==> src/rtl/game_flow_ctrl.sv <==
// Round sequencer: runs IDLE/PLAY/OVER/RESULT, decides when a round ends and
// snapshots final and best survival times for the renderer outside busy frames.
module game_flow_ctrl #(
  parameter int LIMIT_SEC  = 180,
  parameter int WARN_SEC   = 10,
  parameter int OVER_TICKS = 50_000_000
) (
  input  logic       clk,
  input  logic       rst,
  input  logic       i_start,
  input  logic       i_player_dead,
  input  logic [2:0] i_min_ten,
  input  logic [3:0] i_min_one,
  input  logic [2:0] i_sec_ten,
  input  logic [3:0] i_sec_one,
  input  logic       i_VGA_buzy,
  output logic [1:0] o_top_state,
  output logic       o_warn,
  output logic       o_cause,
  output logic [2:0] o_final_min_ten,
  output logic [3:0] o_final_min_one,
  output logic [2:0] o_final_sec_ten,
  output logic [3:0] o_final_sec_one,
  output logic [2:0] o_best_min_ten,
  output logic [3:0] o_best_min_one,
  output logic [2:0] o_best_sec_ten,
  output logic [3:0] o_best_sec_one
);

  typedef enum logic [1:0] {
    IDLE   = 2'b00,
    PLAY   = 2'b01,
    OVER   = 2'b10,
    RESULT = 2'b11
  } state_e;

  localparam int              CNT_W    = (OVER_TICKS > 1) ? $clog2(OVER_TICKS) : 1;
  localparam logic [CNT_W-1:0] CNT_LAST = CNT_W'(OVER_TICKS - 1);
  localparam logic [11:0]     LIMIT_E  = 12'(LIMIT_SEC);
  localparam bit              WARN_EN  = (WARN_SEC != 0) && (WARN_SEC < LIMIT_SEC);
  localparam logic [11:0]     WARN_E   = WARN_EN ? 12'(LIMIT_SEC - WARN_SEC) : 12'd0;

  state_e           state_q;
  logic [CNT_W-1:0] overCnt_q;
  logic             warn_q;
  logic             cause_q;
  logic             pending_q;
  logic [11:0]      bestElapsed_q;

  logic [2:0] finalMinTen_q, bestMinTen_q, shFinalMinTen_q, shBestMinTen_q;
  logic [3:0] finalMinOne_q, bestMinOne_q, shFinalMinOne_q, shBestMinOne_q;
  logic [2:0] finalSecTen_q, bestSecTen_q, shFinalSecTen_q, shBestSecTen_q;
  logic [3:0] finalSecOne_q, bestSecOne_q, shFinalSecOne_q, shBestSecOne_q;

  logic [11:0] minutes;
  logic [11:0] elapsed;
  logic        timeUp;
  logic        endRound;
  logic        newBest;
  logic        warn_d;

  // All arithmetic is kept at 12 bits so 59:59 (3599) evaluates without wrap.
  always_comb begin
    minutes  = {9'd0, i_min_ten} * 12'd10 + {8'd0, i_min_one};
    elapsed  = minutes * 12'd60 + {9'd0, i_sec_ten} * 12'd10 + {8'd0, i_sec_one};
    timeUp   = (elapsed >= LIMIT_E);
    endRound = (state_q == PLAY) && (timeUp || i_player_dead);
    newBest  = (elapsed > bestElapsed_q);
    warn_d   = WARN_EN && (state_q == PLAY) && !endRound && (elapsed >= WARN_E);
  end

  always_ff @(posedge clk) begin
    if (rst) begin
      state_q         <= IDLE;
      overCnt_q       <= '0;
      warn_q          <= 1'b0;
      cause_q         <= 1'b0;
      pending_q       <= 1'b0;
      bestElapsed_q   <= '0;
      shFinalMinTen_q <= '0;
      shFinalMinOne_q <= '0;
      shFinalSecTen_q <= '0;
      shFinalSecOne_q <= '0;
      shBestMinTen_q  <= '0;
      shBestMinOne_q  <= '0;
      shBestSecTen_q  <= '0;
      shBestSecOne_q  <= '0;
      finalMinTen_q   <= '0;
      finalMinOne_q   <= '0;
      finalSecTen_q   <= '0;
      finalSecOne_q   <= '0;
      bestMinTen_q    <= '0;
      bestMinOne_q    <= '0;
      bestSecTen_q    <= '0;
      bestSecOne_q    <= '0;
    end else begin
      warn_q <= warn_d;

      // Display copy comes first so a same-cycle capture re-arms pending.
      if (pending_q && !i_VGA_buzy) begin
        finalMinTen_q <= shFinalMinTen_q;
        finalMinOne_q <= shFinalMinOne_q;
        finalSecTen_q <= shFinalSecTen_q;
        finalSecOne_q <= shFinalSecOne_q;
        bestMinTen_q  <= shBestMinTen_q;
        bestMinOne_q  <= shBestMinOne_q;
        bestSecTen_q  <= shBestSecTen_q;
        bestSecOne_q  <= shBestSecOne_q;
        pending_q     <= 1'b0;
      end

      case (state_q)
        IDLE: begin
          if (i_start) state_q <= PLAY;
        end
        PLAY: begin
          if (endRound) begin
            state_q         <= OVER;
            overCnt_q       <= '0;
            cause_q         <= timeUp;
            pending_q       <= 1'b1;
            shFinalMinTen_q <= i_min_ten;
            shFinalMinOne_q <= i_min_one;
            shFinalSecTen_q <= i_sec_ten;
            shFinalSecOne_q <= i_sec_one;
            if (newBest) begin
              bestElapsed_q  <= elapsed;
              shBestMinTen_q <= i_min_ten;
              shBestMinOne_q <= i_min_one;
              shBestSecTen_q <= i_sec_ten;
              shBestSecOne_q <= i_sec_one;
            end
          end
        end
        OVER: begin
          if (overCnt_q == CNT_LAST) begin
            state_q   <= RESULT;
            overCnt_q <= '0;
          end else begin
            overCnt_q <= overCnt_q + CNT_W'(1);
          end
        end
        RESULT: begin
          if (i_start) state_q <= IDLE;
        end
        default: state_q <= IDLE;
      endcase
    end
  end

  assign o_top_state     = state_q;
  assign o_warn          = warn_q;
  assign o_cause         = cause_q;
  assign o_final_min_ten = finalMinTen_q;
  assign o_final_min_one = finalMinOne_q;
  assign o_final_sec_ten = finalSecTen_q;
  assign o_final_sec_one = finalSecOne_q;
  assign o_best_min_ten  = bestMinTen_q;
  assign o_best_min_one  = bestMinOne_q;
  assign o_best_sec_ten  = bestSecTen_q;
  assign o_best_sec_one  = bestSecOne_q;

endmodule

==> config.mk <==
export PLATFORM = sky130hd
export DESIGN_NAME = game_flow_ctrl
export DESIGN_NICKNAME = d
export VERILOG_FILES = /design/src/rtl/game_flow_ctrl.sv
export SDC_FILE = /design/constraint.sdc
export NUM_CORES = 1
export LEC_CHECK = 0
export CAP_MARGIN = 15
export CORE_ASPECT_RATIO = 0.8
export CORE_UTILIZATION = 40
export DETAILED_ROUTE_END_ITERATION = 10
export HOLD_SLACK_MARGIN = 0.15
export REMOVE_ABC_BUFFERS = 1
export SYNTH_ARGS = -nofsm -noshare
export SYNTH_HDL_FRONTEND = slang
export SYNTH_SLANG_ARGS = --single-unit
export TNS_END_PERCENT = 10
==> constraint.sdc <==
create_clock -name clk -period 11.65 [get_ports clk]
set_clock_uncertainty 0.15 [all_clocks]
set_input_delay 3.495 -clock clk [delete_from_list [all_inputs] [get_ports clk]]
set_output_delay 3.495 -clock clk [all_outputs]
set_load 0.01 [all_outputs]
==> flow_summary_export.csv <==
group,metric,value,unit
cts,clock_latency,0.35,ns
place,dp_hpwl,10.81,mm
setup_path,crit_type,"input port to flip-flop",
detailed_routing,firstDrtPassIters,8,
grt,grt_pass1_vias,5066,
pwr,totalPowerFinal,2198,µW
setup_path,startpoint_type,"input port",
sta,hold_viol_final,0,
cts,cts.sinks,98,
pwr,leakage,0.002783,µW
setup_path,arrival,10.60,ns
die,die_h,114.5,µm
die,num_rows,40,
layout,area_growth,14.45,%
setup_path,path_buf_inv,4,
detailed_routing,vias_per_cell,5.379,
run,cap_violations,0,
synth,synth.cell_area,6329,µm²
setup_path,critPathCaptureType,"flip-flop",
layout,insertedDiodeCount,0,
layout,fin_nets,883,
synth,syn_avg_cell_area,8.155,µm²
sta,fin_hold_ws,0.2931,ns
synth,synth_flop_cell,"dfxtp_1",
sta,fmax,95.49,MHz
min_path,min_from,"shBestMinOne_q[1]",
status,status,"complete, no violations",
sta,timing.final.ws_setup,1.178,ns
synth,yosysTopAreaCell,"dfxtp_1",
synth,synth_area_leaders,"dfxtp_1, ha_1, nand2_1",
sta,tns,0,ns
setup_path,crit_path_start,"i_min_ten[0]",
layout,fillers,1503,
layout,final_common_cell,"nand2_1",
synth,ys_seq_area_frac,0.3100,
sta,rsz0062_at_grt,"no",
die,die_area,16330,µm²
place,preCtsSetupSlack,0.8705,ns
detailed_routing,drt-total-wl,14.88,mm
sta,relSlewSlack,0.2552,
setup_path,cp_max_fo,8,
grt,grt_max_degree,81,
detailed_routing,drc,0,
grt,antenna_found_initial,0,
place,portBuffers,50,
setup_path,path_delay_family,"adder cells",
setup_path,slowest_stage,"xnor2_1",
synth,ys_warn_count,0,
grt,grt_pass1_wl,24.65,mm
sta,worstMarginPinSlew,1.110,ns
cts,cts-hold-fix-buffers,0,
sta,finalSetupViolations,0,
cts,cts_buffers,9,
layout,layout-drive-gt1-share,0.05204,
synth,yosysTopAreaCellShare,0.3100,
layout,final_cell_mix,"nand2_1, dfxtp_1, inv_1",
setup_path,crit_top_cell,"ha_1",
detailed_routing,ant_nets,0,
synth,synth_edf_count,0,
synth,yosys_register_bits,98,
cts,post_cts_resized,0,
sta,period_share,0.8989,
synth,async_flop_share,0,
grt,overflow,0,
cts,cts_setup_buffers,0,
grt,grt_usage,0.1887,
setup_path,cp.required,11.77,ns
sta,fin_crit,10.47,ns
die,ios,51,
cts,cts_buffer_depth,2,
cts,clk_pin_slew_worst_paths,0.08,ns
setup_path,rr_startpoint,"overCnt_q[2]",
die,core_area,15210,µm²
die,die_w,142.6,µm
cts,cts-htree-levels,3,
place,place_congestion,0.8141,
cts,clockRootBuffer,"clkbuf_16",
setup_path,max_stage_delay,0.56,ns
min_path,hp-class,"flip-flop to flip-flop",
synth,syn_inst,776,
cts,cts_tree,"yes",
detailed_routing,wire_per_inst,14.63,µm
detailed_routing,vias,5470,
pwr,power_density,303.5,nW/µm²
pwr,ir_worst_vdd,0.2218,mV
detailed_routing,drt_iter0_markers,426,
synth,ys_types,66,
die,start_util,0.4160,
sta,drv_slew,0,
state kept, by name (all words and copies together) (netlist names), 4 cells and up:
name	cells
shFinalSecOne_q	4
bestElapsed_q	12
o_final_sec_one	4
shFinalMinOne_q	4
o_best_min_one	4
overCnt_q	26
o_final_min_one	4
shBestMinOne_q	4
o_best_sec_one	4
cells in the mapped netlist (3+ instances only):
master	count
nand2_1	160
dfxtp_1	98
inv_1	67
a21oi_1	65
ha_1	49
mux2i_1	40
clkbuf_1	28
o21ai_0	23
nor2_1	21
o32ai_1	20
nand3_1	19
xnor2_1	17
fa_1	13
a21o_1	11
nand4_1	10
nor3_1	10
or3_1	10
a211oi_1	9
and3_1	8
buf_2	6
xor2_1	6
buf_6	5
nor2b_1	5
nor4_1	5
o21a_1	5
nand2b_1	4
o211ai_1	4
a31oi_1	3
buf_1	3
o2111ai_1	3
or2_2	3
or4_1	3
per-layer routing:
metal	track usage	wire, µm	share of wire
met4	0.04803	142	0.0095
met5	0	0	0
met2	0.2922	6675	0.45
met3	0.02509	510	0.034
met1	0.2744	7552	0.51
worst reg2reg max path, stage by stage, from the launching register on:
cell	delay, ns
dfxtp_1	0.40
nand4_1	0.15
or3_1	0.47
or4_1	0.49
nor3_1	0.53
nor4bb_1	0.40
o21ai_0	0.12
a21oi_1	0.18
o32ai_1	0.09
worst paths after layout:
| path | endpoint | slack (ns) | cells after the start |
|---|---|---|---|
| setup / recovery | bestElapsed_q[9] | 1.18 | 27 |
| hold / removal | o_best_min_one[1] | 0.29 | 2 |
| setup reg to reg | overCnt_q[25] | 8.54 | 8 |
| hold reg to reg | o_best_min_one[1] | 0.29 | 2 |
stage by stage:
step           cells  area [µm²]  utilization
3_5_place_dp    1001        6937       0.4559
2_1_floorplan    733        6118            -
4_1_cts         1017        7243       0.4761
3_3_place_gp    1001        6937       0.4559
6_report        1017        7243       0.4761
5_1_grt         1017        7243       0.4761
cell type report:
| type | count | area (µm²) | area share |
|---|---|---|---|
| inverters | 69 | 259.0 | 0.03576 |
| clock inverters | 7 | 81.33 | 0.01123 |
| flip-flops and latches | 98 | 1962 | 0.2709 |
| well taps | 210 | 262.8 | 0.03628 |
| multi-input cells | 566 | 3897 | 0.5381 |
| clock buffers | 9 | 225.2 | 0.03109 |
| repair buffers | 58 | 555.5 | 0.07670 |
report_power, final:
group          switching [µW]  internal (µW)
clock                     149            154
sequential               19.9            375
combinational             909            592
cells by family (layout without fill, tap and decap cells):
logic type	Yosys count	in the layout	share of synthesized area
compound gates	169	169	0.1817
simple gates	268	268	0.1916
fa+ha+maj	63	63	0.1396
mux	42	42	0.06682
buf+inv	112	143	0.07414
flops	98	98	0.3100
xor+xnor	24	24	0.03618
Note: power is estimated with default switching activity, not from simulation.
